## config.mk

```make
export PLATFORM = sky130hd
export DESIGN_NAME = llsc_mem_ctrl
export DESIGN_NICKNAME = d
export VERILOG_FILES = /design/src/rtl/llsc_mem_ctrl_pkg.sv /design/src/rtl/llsc_link_tracker.sv /design/src/rtl/llsc_mem_ctrl.sv
export SDC_FILE = /design/constraint.sdc
export NUM_CORES = 1
export LEC_CHECK = 0
export CORE_MARGIN = 5
export CORE_UTILIZATION = 32
export DETAILED_ROUTE_END_ITERATION = 7
export SETUP_SLACK_MARGIN = 0.05
export SYNTH_ARGS = -nofsm -noshare
export SYNTH_HDL_FRONTEND = slang
export SYNTH_HIERARCHICAL = 1
export SYNTH_SLANG_ARGS = --single-unit
```

## constraint.sdc

```tcl
create_clock -name clk -period 3.02 [get_ports clk]
set_input_delay 0.453 -clock clk [delete_from_list [all_inputs] [get_ports clk]]
set_output_delay 0.453 -clock clk [all_outputs]
set_load 0.1 [all_outputs]
```

## src/rtl/llsc_mem_ctrl_pkg.sv

```systemverilog
// Shared opcodes, bus widths and state encoding for the MEM-stage LL/SC
// data-memory access controller.
package llsc_mem_ctrl_pkg;

  localparam int unsigned BUS_AW = 32;
  localparam int unsigned BUS_DW = 32;

  localparam logic [7:0] EXE_LW_OP = 8'b1110_0011;
  localparam logic [7:0] EXE_SW_OP = 8'b1110_1011;
  localparam logic [7:0] EXE_LL_OP = 8'b1111_0000;
  localparam logic [7:0] EXE_SC_OP = 8'b1111_1000;

  typedef enum logic [1:0] {
    ST_IDLE   = 2'd0,
    ST_ACCESS = 2'd1,
    ST_DONE   = 2'd2,
    ST_DRAIN  = 2'd3
  } state_e;

  function automatic logic is_store(input logic [7:0] op);
    return (op == EXE_SW_OP) || (op == EXE_SC_OP);
  endfunction

endpackage

```

## src/rtl/llsc_link_tracker.sv

```systemverilog
// Holds the LL link (word address + valid) and snoops foreign stores against it;
// a snoop hit is turned into a one-cycle-delayed LLbit clear request.
module llsc_link_tracker
  import llsc_mem_ctrl_pkg::*;
(
  input  logic              clk,
  input  logic              rst_n,
  input  logic              set_i,
  input  logic [BUS_AW-3:0] set_addr_i,
  input  logic              clr_i,
  input  logic              snoop_we_i,
  input  logic [BUS_AW-1:0] snoop_addr_i,
  output logic              link_valid_o,
  output logic              hit_o,
  output logic              snoop_pend_o
);

  logic [BUS_AW-3:0] addr_q, addr_d;
  logic              valid_q, valid_d;
  logic              pend_q;
  logic              unused_snoop_lsb;

  assign unused_snoop_lsb = ^snoop_addr_i[1:0];

  assign hit_o        = snoop_we_i && valid_q && (snoop_addr_i[BUS_AW-1:2] == addr_q);
  assign link_valid_o = valid_q;
  assign snoop_pend_o = pend_q;

  // A new link from an LL completing this cycle overrides any clear.
  always_comb begin
    valid_d = valid_q;
    addr_d  = addr_q;
    if (hit_o || clr_i) valid_d = 1'b0;
    if (set_i) begin
      valid_d = 1'b1;
      addr_d  = set_addr_i;
    end
  end

  always_ff @(posedge clk or negedge rst_n) begin
    if (!rst_n) begin
      addr_q  <= '0;
      valid_q <= 1'b0;
      pend_q  <= 1'b0;
    end else begin
      addr_q  <= addr_d;
      valid_q <= valid_d;
      pend_q  <= hit_o;
    end
  end

endmodule

```

## src/rtl/llsc_mem_ctrl.sv

```systemverilog
// MEM-stage controller for LW/SW/LL/SC over a req/ack bus; decides SC commit
// from the (forwarded) LLbit and issues LLbit set/clear requests toward WB.
module llsc_mem_ctrl
  import llsc_mem_ctrl_pkg::*;
(
  input  logic              clk,
  input  logic              rst,
  input  logic              flush,
  input  logic              mem_req_i,
  input  logic [7:0]        aluop_i,
  input  logic [BUS_AW-1:0] addr_i,
  input  logic [BUS_DW-1:0] wdata_i,
  input  logic              LLbit_i,
  input  logic              wb_LLbit_we_i,
  input  logic              wb_LLbit_value_i,
  input  logic              snoop_we_i,
  input  logic [BUS_AW-1:0] snoop_addr_i,
  output logic              bus_req_o,
  output logic              bus_we_o,
  output logic [BUS_AW-1:0] bus_addr_o,
  output logic [BUS_DW-1:0] bus_data_o,
  output logic [3:0]        bus_sel_o,
  input  logic              bus_ack_i,
  input  logic [BUS_DW-1:0] bus_data_i,
  output logic [BUS_DW-1:0] rdata_o,
  output logic              done_o,
  output logic              stallreq_o,
  output logic              LLbit_we_o,
  output logic              LLbit_value_o
);

  state_e            state_q, state_d;
  logic [7:0]        op_q, op_d;
  logic              we_q, we_d;
  logic              commit_q, commit_d;
  logic [BUS_AW-1:0] addr_q, addr_d;
  logic [BUS_DW-1:0] data_q, data_d;
  logic [BUS_DW-1:0] rdata_q, rdata_d;

  logic snoop_hit, snoop_pend, link_valid;
  logic eff_llbit, ll_done, sc_done;
  logic unused_link_valid;

  assign unused_link_valid = link_valid;

  assign eff_llbit = (wb_LLbit_we_i ? wb_LLbit_value_i : LLbit_i) && !snoop_hit;

  always_comb begin
    state_d  = state_q;
    op_d     = op_q;
    we_d     = we_q;
    commit_d = commit_q;
    addr_d   = addr_q;
    data_d   = data_q;
    rdata_d  = rdata_q;
    unique case (state_q)
      ST_IDLE: begin
        if (!flush && mem_req_i) begin
          op_d     = aluop_i;
          commit_d = 1'b0;
          if ((aluop_i == EXE_SC_OP) && !eff_llbit) begin
            state_d = ST_DONE;
            rdata_d = '0;
          end else begin
            state_d = ST_ACCESS;
            addr_d  = {addr_i[BUS_AW-1:2], 2'b00};
            data_d  = wdata_i;
            we_d    = is_store(aluop_i);
          end
        end
      end
      ST_ACCESS: begin
        // A write acked in the flush cycle has already completed; no drain needed.
        if (flush) begin
          state_d = (we_q && !bus_ack_i) ? ST_DRAIN : ST_IDLE;
        end else if (bus_ack_i) begin
          state_d = ST_DONE;
          if ((op_q == EXE_LW_OP) || (op_q == EXE_LL_OP)) begin
            rdata_d = bus_data_i;
          end else if (op_q == EXE_SC_OP) begin
            rdata_d  = {{(BUS_DW-1){1'b0}}, 1'b1};
            commit_d = 1'b1;
          end
        end
      end
      ST_DONE:  state_d = ST_IDLE;
      ST_DRAIN: if (bus_ack_i) state_d = ST_IDLE;
      default:  state_d = ST_IDLE;
    endcase
  end

  always_ff @(posedge clk or negedge rst) begin
    if (!rst) begin
      state_q  <= ST_IDLE;
      op_q     <= '0;
      we_q     <= 1'b0;
      commit_q <= 1'b0;
      addr_q   <= '0;
      data_q   <= '0;
      rdata_q  <= '0;
    end else begin
      state_q  <= state_d;
      op_q     <= op_d;
      we_q     <= we_d;
      commit_q <= commit_d;
      addr_q   <= addr_d;
      data_q   <= data_d;
      rdata_q  <= rdata_d;
    end
  end

  assign bus_req_o  = (state_q == ST_ACCESS) || (state_q == ST_DRAIN);
  assign bus_we_o   = bus_req_o && we_q;
  assign bus_sel_o  = bus_req_o ? 4'b1111 : 4'b0000;
  assign bus_addr_o = addr_q;
  assign bus_data_o = data_q;
  assign rdata_o    = rdata_q;

  assign done_o     = (state_q == ST_DONE) && !flush;
  assign stallreq_o = ((state_q == ST_IDLE) && mem_req_i) || bus_req_o;

  assign ll_done = done_o && (op_q == EXE_LL_OP);
  assign sc_done = done_o && (op_q == EXE_SC_OP) && commit_q;

  assign LLbit_we_o    = ll_done || sc_done || snoop_pend;
  assign LLbit_value_o = ll_done;

  llsc_link_tracker u_link (
    .clk          (clk),
    .rst_n        (rst),
    .set_i        (ll_done),
    .set_addr_i   (addr_i[BUS_AW-1:2]),
    .clr_i        (sc_done || flush),
    .snoop_we_i   (snoop_we_i),
    .snoop_addr_i (snoop_addr_i),
    .link_valid_o (link_valid),
    .hit_o        (snoop_hit),
    .snoop_pend_o (snoop_pend)
  );

endmodule

```

==> results of run 1 <==
## final timing paths
kind,end,start,cells after the start
min in group clk,op_q[2],op_q[2],2
setup reg to reg,rdata_o[10],u_link/addr_q[29],11
hold / removal,rdata_o[8],rst,1
hold reg to reg,op_q[2],op_q[2],2
setup / recovery,rdata_o[10],snoop_addr_i[26],12
max in group asynchronous,bus_data_o[31],rst,2
## area by class of cell
class | instances | area (um^2) | area share
clock buffer | 20 | 466.7 | 0.04937
timing repair buffer | 259 | 2396 | 0.2535
inverter | 32 | 120.1 | 0.01271
multi-input combinational | 277 | 2587 | 0.2737
sequential | 138 | 3453 | 0.3653
tap | 265 | 331.6 | 0.03508
clock inverter | 11 | 97.59 | 0.01032
## state kept, by name, indices dropped and copies added, names as in the netlist
signal               flops
op_q                     8
state_q                  2
bus_addr_o              30
we_q                     1
u_link/addr_q           30
u_link/snoop_pend_o      1
u_link/link_valid_o      1
bus_data_o              32
rdata_o                 32
commit_q                 1
## layer usage
metal	vias up	wire [um]	track usage
met2	166	8027	0.2367
met5	-	0	0
li1	2093	-	-
met3	14	1651	0.06284
met1	2133	6770	0.1760
met4	0	194	0.04216
## through the flow
step | hold WS [ns] | setup WS (ns)
floorplan | 0.1574 | -0.008994
global placement | 0.4660 | -0.3938
detailed placement | 0.4727 | -0.4393
CTS | 0.05772 | 0.07000
global route | 0.08813 | 0.07521
finish | 0.03545 | 0.2787
## synthesized netlist by cell type (4+ instances only)
cell     count
nor2_1       7
mux2_1      15
nand2_1     59
nand4_1      4
inv_1       32
mux2_2      20
nor4_1       5
buf_4        8
buf_6        7
xor2_1      19
dfrtp_1    138
nor3_1       4
mux2_4      58
mux2i_1     33
buf_2        5
xnor2_1     11
## cell families (layout without fill, tap and decap cells)
| family | Yosys count | in the layout | synth area share |
|---|---|---|---|
| muxes | 126 | 126 | 0.2502 |
| AOI/OAI and AO/OA | 22 | 22 | 0.02885 |
| xor gates and xnor gates | 30 | 30 | 0.04122 |
| and+or+nand+nor | 97 | 97 | 0.07831 |
| DFF | 138 | 138 | 0.5417 |
| other | 1 | 2 | 0.0005882 |
| buffers and inverters | 60 | 322 | 0.05908 |
## repair_timing
action                                  4_1_cts  5_1_grt
endpoints found under the setup margin       32       86
resized for setup                             1        1
pin swaps                                     0        1
cloned                                        0        0
==> impl_metrics.toml, run 1 <==
[synth]
ys_ff_latch = 138
avgSynthCellArea_um2 = 13.45
synth_warnings = 6
yosysTopAreaCell = "dfrtp_1"
ys_top_cells_by_area = "dfrtp_1 (54%), mux2_4 (14%), mux2i_1 (5.2%), mux2_2 (3.5%), nand2_1 (3.5%)"
synthFlopType = "dfrtp_1"
synth_top_area_frac = 0.5417
syn_inst = 474
async_reset_ff_frac = 1.000
syn-cell-area_um2 = 6375
ys_seq_area_frac = 0.5417
synth_cell_types = 48
synth_edf_count = 0

[setup_path]
crit_top_cell = "buf_4"
cpMaxStageDelayCell = "clkdlybuf4s50_1"
path_max_fanout = 10
path_buf_inv = 4
critPathRequiredTime_ns = 3.34
critPathArrivalTime_ns = 3.07
path_class = "in -> reg"
path_cells = "clkdlybuf4s50_1 > xor2_1 > nor4_2 > buf_4 > nand4_1 > nor4_2 > buf_4 > nor2_1 > nor4_4 > o311a_2 > buf_4 > mux2i_1"
start_kind = "input port"
r2r_slack_ns = 0.35
cp_top_family = "buffers and inverters"
crit_path_end_kind = "flop"
slowest_delay_ns = 0.43

[sta]
setup_tns_ns = 0
rsz0062_at_grt = "no"
fmax_ghz = 0.3648
worst_pin_slew_ns = 0.6967
slew_violations = 0
setup_violations = 0
hold_viol_final = 0
skew_ns = 0.01234
finalCriticalPeriod_ns = 2.741
relSlewSlack = 0.5355
finalCritPeriodShare = 0.9077

[clock_tree]
cts-root-buf = "clkbuf_16"
clock-sinks = 138
cts.path.max_buffers = 2
cts_tree = "yes"
clk_pin_slew_ns = 0.06
h-tree-depth = 4
insertion_delay_ns = 0.41
postCtsSetupBuffers = 0
ctsHoldBuffers = 0
numCtsBuffers = 17

[global_routing]
grt_pass1_vias = 4846
grt_use_total = 0.1455
grt_pass1_wl_mm = 26.01
grt_max_degree = 70
antenna_found_initial = 0
gr-total-overflow = 0

[status]
status = "finished, final reports clean"

[floorplan]
initial_utilization = 0.3265
die_w_um = 151.1
core_region_area_um2 = 19530
die_h_um = 151.1
io_pins = 251
dieArea_um2 = 22840
num_rows = 51

[drt]
antenna_left = 0
viasPerCell = 4.397
drc = 0
wl_mm = 16.64
firstDrtPassIters = 4
vias = 4406
drt_iter0_drc = 103
wire_per_inst_um = 16.61

[final_layout]
area_growth_pct = 48.28
final_common_cell = "clkdlybuf4s50_1"
drive_above_1_share = 0.3338
finalInstanceArea_um2 = 9453
stdcell_count = 1002
fin_util = 0.4841
n_antenna_cell = 0
nets = 870
fillers = 1793
final_cell_mix = "clkdlybuf4s50_1 (139), dfrtp_1 (138), buf_4 (111)"

[placement]
gp_congestion = 0.7885
dp_hpwl_mm = 12.83
place_area_um2 = 8876
dp_cells = 971
io_buffers = 244

[job]
drv_cap = 0

[hold_path]
min_path_type = "in -> async"
Power of run 1 is left out: the tool's default activity adds up to more than one toggle a clock period on the data nets, which glitch-free logic cannot reach.
==> run 2, diff against run 1 <==
--- a/config.mk
+++ b/config.mk
@@ -8,6 +8,7 @@
 export CORE_MARGIN = 5
 export CORE_UTILIZATION = 32
 export DETAILED_ROUTE_END_ITERATION = 7
+export PLACE_DENSITY_LB_ADDON = 0.2
 export SETUP_SLACK_MARGIN = 0.05
 export SYNTH_ARGS = -nofsm -noshare
 export SYNTH_HDL_FRONTEND = slang
==> constraint.sdc (replaced) <==
create_clock -name clk -period 2.4 [get_ports clk]
set_input_delay 0.36 -clock clk [delete_from_list [all_inputs] [get_ports clk]]
set_output_delay 0.36 -clock clk [all_outputs]
set_load 0.1 [all_outputs]
==> impl_metrics.toml, run 2 (synthesis gave the netlist of run 1 again) <==
[status]
status = "finished, violations left"
violations = "negative setup slack"

[sta]
slew_violations = 0
relSlewSlack = 0.6775
setup_violations = 96
finalCritPeriodShare = 1.071
finalCriticalPeriod_ns = 2.570
worst_pin_slew_ns = 0.4716
rsz0062_at_grt = "yes"
fmax_ghz = 0.3891
hold_viol_final = 0
setup_tns_ns = -13.16
setup_slack_ns = -0.1698
skew_ns = 0.01650

[clock_tree]
h-tree-depth = 4
clk_pin_slew_ns = 0.06
clock-sinks = 138
cts.path.max_buffers = 2
cts_tree = "yes"
cts-root-buf = "clkbuf_16"
numCtsBuffers = 17
insertion_delay_ns = 0.42

[global_routing]
grt_max_degree = 67
gr-total-overflow = 0
grt_pass1_vias = 4927
antenna_found_initial = 0
grt_pass1_wl_mm = 26.60
grt_use_total = 0.1526

[setup_path]
r2r_slack_ns = -0.17
path_max_fanout = 15
path_buf_inv = 4
crit_top_cell = "buf_4"
critPathArrivalTime_ns = 2.87
critPathRequiredTime_ns = 2.70
path_cells = "xor2_1 > nor4_2 > buf_4 > nand4_1 > nor4_2 > buf_4 > nor2_2 > nor4_4 > buf_4 > nor2_4 > buf_12 > mux2_4"
crit_path_end_kind = "flop"
rr_worst_depth = 12
start_kind = "flop"
r2r_start = "u_link/addr_q[8]"
cpMaxStageDelayCell = "dfrtp_1"
slowest_delay_ns = 0.38
path_class = "reg -> reg"
cp_top_family = "simple AND/OR/NAND/NOR gates"
r2r-end = "bus_addr_o[11]"

[floorplan]
dieArea_um2 = 22840
num_rows = 51
io_pins = 251
core_region_area_um2 = 19530
die_h_um = 151.1
die_w_um = 151.1
initial_utilization = 0.3265

[final_layout]
final_cell_mix = "clkdlybuf4s50_1 (139), dfrtp_1 (137), buf_4 (125)"
nets = 896
area_growth_pct = 54.68
fillers = 1728
drive_above_1_share = 0.3639
final_common_cell = "clkdlybuf4s50_1"
n_antenna_cell = 0

[drt]
drt_iter0_drc = 78
firstDrtPassIters = 4
wire_per_inst_um = 17.36
wl_mm = 17.86
drc = 0
viasPerCell = 4.340
antenna_left = 0
maxUsedRoutingLayer = "met4"
wl_met3_mm = 1.741
vias = 4466
dr_wl_met2_mm = 8.593
met1Wirelength_mm = 7.367

[placement]
gp_congestion = 0.7494
io_buffers = 244
dp_hpwl_mm = 12.91

[job]
drv_cap = 0

[hold_path]
min_path_type = "in -> async"
run 2: cell count changes in the layout (fill, tap and decap cells not counted), sizes merged:
| cell | before | now |
|---|---|---|
| buf | 120 | 141 |
| bufbuf | 0 | 1 |
| bufinv | 1 | 2 |
| clkbuf | 20 | 23 |
| clkinv | 6 | 3 |
| dlygate4sd3 | 0 | 1 |
| inv | 32 | 35 |
run 2: repair_timing:
action	CTS	global route
setup endpoints to repair	98	98
pin swaps	5	3
hold buffers	1	0
gates cloned	1	5
hold endpoints to repair	46	0
gates resized for setup	7	7
setup buffers	4	8
run 2: worst max-delay path by stage:
| stage | startpoint | endpoint | cells past startpoint |
|---|---|---|---|
| after CTS | u_link/addr_q[6] | rdata_o[9] | 12 |
| final | u_link/addr_q[8] | bus_addr_o[11] | 12 |
| after floorplan | state_q[0] | u_link/addr_q[14] | 7 |
| after global placement | snoop_addr_i[7] | rdata_o[23] | 11 |
| after global routing | u_link/addr_q[8] | rdata_o[7] | 12 |
| after detailed placement | snoop_addr_i[7] | rdata_o[3] | 11 |
run 2: area by class of cell:
cell class                      instances  area (um^2)  share of cell area
Sequential cell                       138         3455              0.3503
Timing Repair Buffer                  285         2735              0.2774
Multi-Input combinational cell        277         2624              0.2661
Clock buffer                           20        456.7             0.04631
Tap cell                              265        331.6             0.03363
Clock inverter                         12        138.9             0.01408
Inverter                               32        120.1             0.01218
run 2: worst reg2reg max path, stage by stage (launching register included):
cell	delay (ns)
dfrtp_1	0.38
xor2_1	0.17
nor4_2	0.27
buf_4	0.14
nand4_1	0.12
nor4_2	0.25
buf_4	0.16
nor2_2	0.04
nor4_4	0.15
buf_4	0.17
nor2_4	0.09
buf_12	0.19
mux2_4	0.31
run 2: per-stage QoR:
step / cells / setup WS [ns] / area, um^2 / hold slack [ns] / utilization
global placement: 979 / -0.8398 / 8977 / 0.3191 / 0.4598
floorplan: 475 / -0.4946 / 6460 / 0.06441 / -
finish: 1029 / -0.1698 / 9861 / 0.4496 / 0.5050
global route: 1029 / -0.3750 / 9861 / 0.4775 / 0.5050
detailed placement: 979 / -0.9549 / 8977 / 0.3263 / 0.4598
CTS: 1017 / -0.1500 / 9681 / 0.4509 / 0.4958
run 2: layer usage:
layer | vias up | global-route usage
li1 | 2147 | -
met2 | 170 | 0.2463
met3 | 13 | 0.07361
met5 | - | 0
met4 | 0 | 0.04125
met1 | 2136 | 0.1824
Power of run 2 is left out for the same reason.
